File: src/rtl/rf_write_arbiter.sv
// -----------------------------------------------------------------------------
// rf_write_arbiter
//
// Shares the single write port of the register file between two writeback
// requesters: port A (ALU/EX writeback) and port B (load/MEM writeback).
// Each requester pushes into its own small FIFO through a valid/ready
// handshake. A round-robin arbiter drains one entry per cycle into registered
// outputs that drive the register file write port directly.
//
// Optional build macro: RF_ARB_PENDING_EN
//   When defined, adds two read-address probe ports (rA_address, rB_address)
//   and two flags (rA_pending, rB_pending). A flag is high while its probe
//   address matches a buffered write or the write currently on the port.
//
// Ports:
//   clk            clock, all state updates on the rising edge
//   reset          synchronous, active-high
//   a_valid/a_ready, a_addr, a_data, a_ppp   requester A handshake and fields
//   b_valid/b_ready, b_addr, b_data, b_ppp   requester B handshake and fields
//   writeEnable    register file write strobe (registered)
//   rD_address     register file write address (registered)
//   rD_data        register file write data (registered)
//   ppp            register file partition select (registered)
//   busy           any FIFO non-empty or writeEnable high
// -----------------------------------------------------------------------------
module rf_write_arbiter #(
   parameter int DEPTH  = 2,
   parameter int ADDR_W = 5,
   parameter int DATA_W = 64,
   parameter int PPP_W  = 3
) (
   input  logic              clk,
   input  logic              reset,

   input  logic              a_valid,
   output logic              a_ready,
   input  logic [ADDR_W-1:0] a_addr,
   input  logic [DATA_W-1:0] a_data,
   input  logic [PPP_W-1:0]  a_ppp,

   input  logic              b_valid,
   output logic              b_ready,
   input  logic [ADDR_W-1:0] b_addr,
   input  logic [DATA_W-1:0] b_data,
   input  logic [PPP_W-1:0]  b_ppp,

`ifdef RF_ARB_PENDING_EN
   input  logic [ADDR_W-1:0] rA_address,
   input  logic [ADDR_W-1:0] rB_address,
   output logic              rA_pending,
   output logic              rB_pending,
`endif

   output logic              writeEnable,
   output logic [ADDR_W-1:0] rD_address,
   output logic [DATA_W-1:0] rD_data,
   output logic [PPP_W-1:0]  ppp,
   output logic              busy
);

   localparam int PTR_W = (DEPTH > 1) ? $clog2(DEPTH) : 1;
   localparam int CNT_W = $clog2(DEPTH + 1);
   localparam logic [CNT_W-1:0] FULL_CNT = CNT_W'(DEPTH);

   // Index 0 is port A, index 1 is port B throughout.
   logic [ADDR_W-1:0] addr_mem [2][DEPTH];
   logic [DATA_W-1:0] data_mem [2][DEPTH];
   logic [PPP_W-1:0]  ppp_mem  [2][DEPTH];
   logic [PTR_W-1:0]  wr_ptr   [2];
   logic [PTR_W-1:0]  rd_ptr   [2];
   logic [CNT_W-1:0]  count    [2];

   logic [ADDR_W-1:0] in_addr  [2];
   logic [DATA_W-1:0] in_data  [2];
   logic [PPP_W-1:0]  in_ppp   [2];
   logic [1:0]        in_valid;
   logic [1:0]        full;
   logic [1:0]        not_empty;
   logic [1:0]        push;
   logic [1:0]        grant;
   logic              gnt_sel;
   logic              last_grant_b;

   logic [ADDR_W-1:0] head_addr;
   logic [DATA_W-1:0] head_data;
   logic [PPP_W-1:0]  head_ppp;

   assign in_valid   = {b_valid, a_valid};
   assign in_addr[0] = a_addr;
   assign in_addr[1] = b_addr;
   assign in_data[0] = a_data;
   assign in_data[1] = b_data;
   assign in_ppp[0]  = a_ppp;
   assign in_ppp[1]  = b_ppp;

   always_comb begin
      full      = '0;
      not_empty = '0;
      for (int p = 0; p < 2; p++) begin
         full[p]      = (count[p] == FULL_CNT);
         not_empty[p] = (count[p] != '0);
      end
   end

   // Ready depends on registered occupancy only; a full FIFO refuses a push
   // even when it is being popped in the same cycle.
   assign a_ready = ~full[0];
   assign b_ready = ~full[1];
   assign push    = in_valid & ~full;

   // Round-robin: on contention the port that did not win last time goes.
   always_comb begin
      grant = 2'b00;
      case (not_empty)
         2'b01:   grant = 2'b01;
         2'b10:   grant = 2'b10;
         2'b11:   grant = last_grant_b ? 2'b01 : 2'b10;
         default: grant = 2'b00;
      endcase
   end

   assign gnt_sel   = grant[1];
   assign head_addr = addr_mem[gnt_sel][rd_ptr[gnt_sel]];
   assign head_data = data_mem[gnt_sel][rd_ptr[gnt_sel]];
   assign head_ppp  = ppp_mem[gnt_sel][rd_ptr[gnt_sel]];

   // Storage carries no reset; occupancy is tracked by count alone.
   always_ff @(posedge clk) begin
      for (int p = 0; p < 2; p++) begin
         if (push[p]) begin
            addr_mem[p][wr_ptr[p]] <= in_addr[p];
            data_mem[p][wr_ptr[p]] <= in_data[p];
            ppp_mem[p][wr_ptr[p]]  <= in_ppp[p];
         end
      end
   end

   always_ff @(posedge clk) begin
      if (reset) begin
         for (int p = 0; p < 2; p++) begin
            wr_ptr[p] <= '0;
            rd_ptr[p] <= '0;
            count[p]  <= '0;
         end
         last_grant_b <= 1'b1;
      end else begin
         for (int p = 0; p < 2; p++) begin
            if (push[p]) begin
               wr_ptr[p] <= wr_ptr[p] + PTR_W'(1);
            end
            if (grant[p]) begin
               rd_ptr[p] <= rd_ptr[p] + PTR_W'(1);
            end
            case ({push[p], grant[p]})
               2'b10:   count[p] <= count[p] + CNT_W'(1);
               2'b01:   count[p] <= count[p] - CNT_W'(1);
               default: count[p] <= count[p];
            endcase
         end
         if (grant != 2'b00) begin
            last_grant_b <= grant[1];
         end
      end
   end

   // Address/data/ppp hold their last value on idle cycles; only the strobe
   // drops.
   always_ff @(posedge clk) begin
      if (reset) begin
         writeEnable <= 1'b0;
         rD_address  <= '0;
         rD_data     <= '0;
         ppp         <= '0;
      end else if (grant != 2'b00) begin
         writeEnable <= 1'b1;
         rD_address  <= head_addr;
         rD_data     <= head_data;
         ppp         <= head_ppp;
      end else begin
         writeEnable <= 1'b0;
      end
   end

   assign busy = (|not_empty) | writeEnable;

`ifdef RF_ARB_PENDING_EN
   logic [ADDR_W-1:0] probe_addr [2];
   logic [1:0]        probe_hit;

   assign probe_addr[0] = rA_address;
   assign probe_addr[1] = rB_address;

   // Only slots between the read pointer and read pointer + count hold live
   // entries; stale slots must not raise a hazard.
   always_comb begin
      probe_hit = '0;
      for (int q = 0; q < 2; q++) begin
         if (writeEnable && (rD_address == probe_addr[q])) begin
            probe_hit[q] = 1'b1;
         end
         for (int p = 0; p < 2; p++) begin
            for (int i = 0; i < DEPTH; i++) begin
               if ((CNT_W'(i) < count[p]) &&
                   (addr_mem[p][rd_ptr[p] + PTR_W'(i)] == probe_addr[q])) begin
                  probe_hit[q] = 1'b1;
               end
            end
         end
      end
   end

   assign rA_pending = probe_hit[0];
   assign rB_pending = probe_hit[1];
`endif

endmodule

File: config.mk
export PLATFORM = sky130hd
export DESIGN_NAME = rf_write_arbiter
export DESIGN_NICKNAME = d
export VERILOG_FILES = /design/src/rtl/rf_write_arbiter.sv
export SDC_FILE = /design/constraint.sdc
export NUM_CORES = 1
export LEC_CHECK = 0
export BUFFER_PORTS_ARGS = -buffer_cell sky130_fd_sc_hd__clkbuf_2
export CAP_MARGIN = 20
export CORE_UTILIZATION = 35
export DETAILED_ROUTE_END_ITERATION = 12
export HOLD_SLACK_MARGIN = 0.12
export PLACE_DENSITY_LB_ADDON = 0.15
export RECOVER_POWER = 50
export SLEW_MARGIN = 20
export SYNTH_ARGS = -nofsm -noshare
export SYNTH_HDL_FRONTEND = slang
export SYNTH_SLANG_ARGS = --single-unit
File: constraint.sdc
create_clock -name clk -period 8.2 [get_ports clk]
set_clock_uncertainty 0.1 [all_clocks]
set_input_delay 0.82 -clock clk [delete_from_list [all_inputs] [get_ports clk]]
set_output_delay 0.82 -clock clk [all_outputs]
set_load 0.02 [all_outputs]
# == Word-level counts from Yosys, hierarchy flattened ==
# Memories as Yosys holds them, arrays and structs flattened.
# Cells that the tools add are included.
# op_classes
n_addsub,8
magnitude_cmp,5
eq_ne,9
muxes,72
bitwise_logic,18
reduce_logical,8
# ops
operator,count
2-to-1 mux 64 bit,5
2-to-1 mux 128 bit,2
demux 64 bit (select 1 bit),2
2-to-1 mux 1 bit,37
2-to-1 mux 5 bit,5
2-to-1 mux 10 bit,2
2-to-1 mux 3 bit,5
2-to-1 mux 2 bit,7
"equality test 2 bit, second input constant",6
2-to-1 mux 6 bit,2
bitwise OR 1 bit,11
demux 5 bit (select 1 bit),2
demux 3 bit (select 1 bit),2
"equality test 2 x 1 -> 1 bit, second input constant",3
">= comparator 2 bit, second input constant",3
inverter 1 -> 2 bit,3
case mux 2 bit (3 select lines),1
nonzero test 2 bit,3
OR reduction 2 bit,3
"adder 1 bit, second input constant",4
"adder 2 x 1 -> 2 bit, second input constant",2
"< comparator 2 x 1 -> 1 bit, second input constant",2
"subtractor 2 x 1 -> 2 bit, second input constant",2
bitwise AND 2 bit,1
other kinds (3),5
# totals
reg_bits,74
ram_bits,296
output_inout_bits,76
mem_count,6
# memory_table
name,depth,width,rd,rd_clocked_by_memory_dff,wr,line,source
data_mem,2,128,1,0,2,67,logic [DATA_W-1:0] data_mem [2][DEPTH];
addr_mem,2,10,1,0,2,66,logic [ADDR_W-1:0] addr_mem [2][DEPTH];
ppp_mem,2,6,1,0,2,68,logic [PPP_W-1:0] ppp_mem [2][DEPTH];
count,2,2,2,0,2,71,logic [CNT_W-1:0] count [2];
rd_ptr,2,1,3,0,2,70,logic [PTR_W-1:0] rd_ptr [2];
wr_ptr,2,1,2,0,2,69,logic [PTR_W-1:0] wr_ptr [2];

# == Longest topological paths before layout ==
# depth
ltp_word,10
mapped_depth,11
ltp_nobuf,9

# == Least setup slack after synthesis ==
# OpenSTA, ideal clock, no wires.
# synth_path
path_kind,input to register
start,in b_valid
end,mem addr_mem[1][5] in the netlist's numbering (enable)
setup_time_ns,0.503
arrival_ns,3.967
t_required_ns,7.597
setup_slack_ns,3.630
path_stages,2
n_path_buf,0
cell_sequence,nand2_1 nor2_1
# synth_lines
element,line,source
"start, declared",41,"input logic b_valid,"
"end, declared",66,

==> impl_metrics.tcl <==
set metrics [dict create \
    clockBufferDepth 3 \
    setup_viol 0 \
    grt_pass1_wl_mm 51.3 \
    switching_power_mw 2.18 \
    crit_fanout 39 \
    synth_largest_area_cell "edfxtp_1" \
    numCtsBuffers 41 \
    ctsHtreeMaxLevel 2 \
    syn_nets 1001 \
    max_cap_viol_count 2 \
    synthesis.instances 847 \
    cts.sinks 370 \
    setup_ws_ps 4510 \
    start_kind "flop" \
    synthTopCellsByCount "edfxtp_1, mux2i_1, dfxtp_1" \
    holdBufCountCts 0 \
    final_layout_size_suffix_gt1_share_pct 22.2 \
    die_y_um 202 \
    drt-pass1-iter-count 5 \
    grt_pass1_vias 8406 \
    drc 0 \
    leakage_nw 6.20 \
    syn_to_final_growth_pct 20.0 \
    grt_setup_unrepaired "false" \
    grt-ovfl-total 0 \
    cts_setup_buffers 0 \
    p_comb_share_pct 30.9 \
    synth-seq-cells 370 \
    die_area_mm2 0.0409 \
    clock.fmax_ghz 0.271 \
    syn-cell-area_mm2 0.0140 \
    cts_resized 0 \
    detail_route.vias_per_cell 5.03 \
    fin_nets 1219 \
    place.gp.congestion 0.696 \
    ys_types 33 \
    hp-class "reg -> reg" \
    power_frac_seq_pct 40.7 \
    multiInputGateArea_mm2 0.00331 \
    gr-usage-all-layers_pct 16.7 \
    die_w_um 202 \
    p_sw_share_pct 33.5 \
    violations "max-capacitance violations, max-slew violations" \
    tns_ps 0 \
    critPathCaptureType "flop" \
    drtIter0Drc 347 \
    synthArstFlopShare_pct 0 \
    cts.reportedPaths.clkPinSlew_ps 60 \
    p_clk_share_pct 28.4 \
    grt_max_degree 78 \
    portBuffers 223 \
    status "complete, but fails checks" \
    hold_viol 0 \
    vias 8122 \
    num-fill-cells 3641 \
    power.density_mw_per_mm2 386 \
    p_int_mw 4.32 \
    synth_edf_count 296 \
    fp-row-count 72 \
    r2r-start "count[0][0]" \
    dp_hpwl_mm 20.1 \
    avgSynthCellArea_um2 16.6 \
    start_util_pct 35.9 \
    worst_slew_pin_slew_ps 2230 \
    ios 224 \
    ys.flop_type "edfxtp_1" \
    cts_tree "built" \
    max_slew_margin_pct -48.6 \
    wl_per_cell_um 21.0 \
    crit_type "reg -> reg" \
    seq_area_mm2 0.0104 \
    synthTopCellsByArea "edfxtp_1, dfxtp_1, mux2i_1, a32o_2, nand3_1" \
    antenna_found_initial 6 \
    irDropWorstVdd_uv 215 \
    antenna_left 0 \
    clockRootBuffer "clkbuf_16" \
    slew_violations 72 \
    hold_path.startpoint "rD_data[46]" \
    synth_top_area_share_pct 63.4 \
    synth_most_common_cell "edfxtp_1" \
    synth_seq_area_share_pct 73.9 \
    required_ps 8260 \
    min_period_ps 3690 \
    dp_slack_ps 4780 \
    core-area_mm2 0.0391 \
    worstSkewPairLatency_ps 540 \
    cp.arrival_ps 3750 \
    wl_mm 33.9 \
    finalCritPeriodShare_pct 45.0 \
    ys_warn_count 0 \
    critPathLaunch "count[0][0]" \
]
[metrics by stage]
stage | instance area (um2) | hold WS, ps | util (%) | power [mW] | std cells
2_1_floorplan | 14000 | 424 | - | 4.09 | 847
3_3_place_gp | 15600 | 350 | 39.9 | 4.73 | 1539
3_5_place_dp | 15600 | 357 | 40.0 | 4.76 | 1540
4_1_cts | 17000 | 332 | 43.5 | 6.64 | 1615
5_1_grt | 16800 | 336 | 43.0 | 6.86 | 1615
6_report | 16800 | 366 | 43.0 | 6.50 | 1616
[cell usage in the layout (no fill, tap or decap), types with 3 or more instances in the layout]
cell and instances:
clkbuf_16 43, edfxtp_1 296, nand3_1 72, mux2i_1 144, clkinv_1 5, clkbuf_1 141
nor2_1 10, nand2b_1 5, a32o_2 68, a32o_1 4, ha_1 5, buf_4 14
dfxtp_1 74, nand2_1 3, clkbuf_8 8, clkbuf_2 91, inv_1 7, o21ai_0 72
clkinv_2 3, bufinv_16 3
[metal layers]
metal	track usage, %	vias up	part of all wire [%]
met5	0	-	0.17
met4	4.86	8	2.1
met3	4.32	60	5.6
met2	26.8	204	47
met1	22.2	4049	45
li1	-	3801	-
[path summary, 6_finish.rpt]
| path | to | slack (ps) | cells after the start |
|---|---|---|---|
| setup reg to reg | ppp_mem[0][2] | 4510 | 3 |
| hold reg to reg | rD_data[46] | 370 | 1 |
| setup / recovery | ppp_mem[0][2] | 4510 | 3 |
| hold / removal | rD_data[46] | 370 | 1 |
[cell type report]
class,instances,area share [%]
Multi-Input combinational cell,405,19.7
Timing Repair Buffer,238,6.40
Tap cell,518,3.85
Sequential cell,370,61.6
Inverter,9,0.216
Clock buffer,60,7.25
Clock inverter,15,0.930
Antenna cell,1,0.0149
[power by group through the flow]
stage | clock network, mW | logic, mW | registers [mW]
after floorplan | 0 | 1.28 | 2.82
after global placement | 0 | 2.05 | 2.68
after detailed placement | 0 | 2.08 | 2.68
after CTS | 1.90 | 2.09 | 2.65
after global routing | 1.97 | 2.20 | 2.68
final | 1.85 | 2.00 | 2.64
[sequential cells by signal (all words and copies together) (netlist names), 3 cells and up]
name	flops
addr_mem	20
count	4
data_mem	256
rD_address	5
ppp	3
rD_data	64
ppp_mem	12
[critical path, cell delays in order (launching register included)]
cell and delay, ps:
edfxtp_1 570, nand2b_1 200, and3_1 1680, buf_4 710
[cells by family (layout without fill, tap and decap cells)]
kind of cell             count (synthesis)  in the layout  share of synthesized area [%]
buffers and inverters                   72            322                           2.62
AO/OA/AOI/OAI                          154            154                           8.87
multiplexers                           144            144                           10.3
flip-flops                             370            370                           73.9
adder cells (fa/ha/maj)                  6              6                          0.535
XOR/XNOR                                 2              2                          0.125
other                                    0              1                              0
AND/OR/NAND/NOR                         99             99                           3.62
No activity file was read; power rests on OpenSTA's default activity.
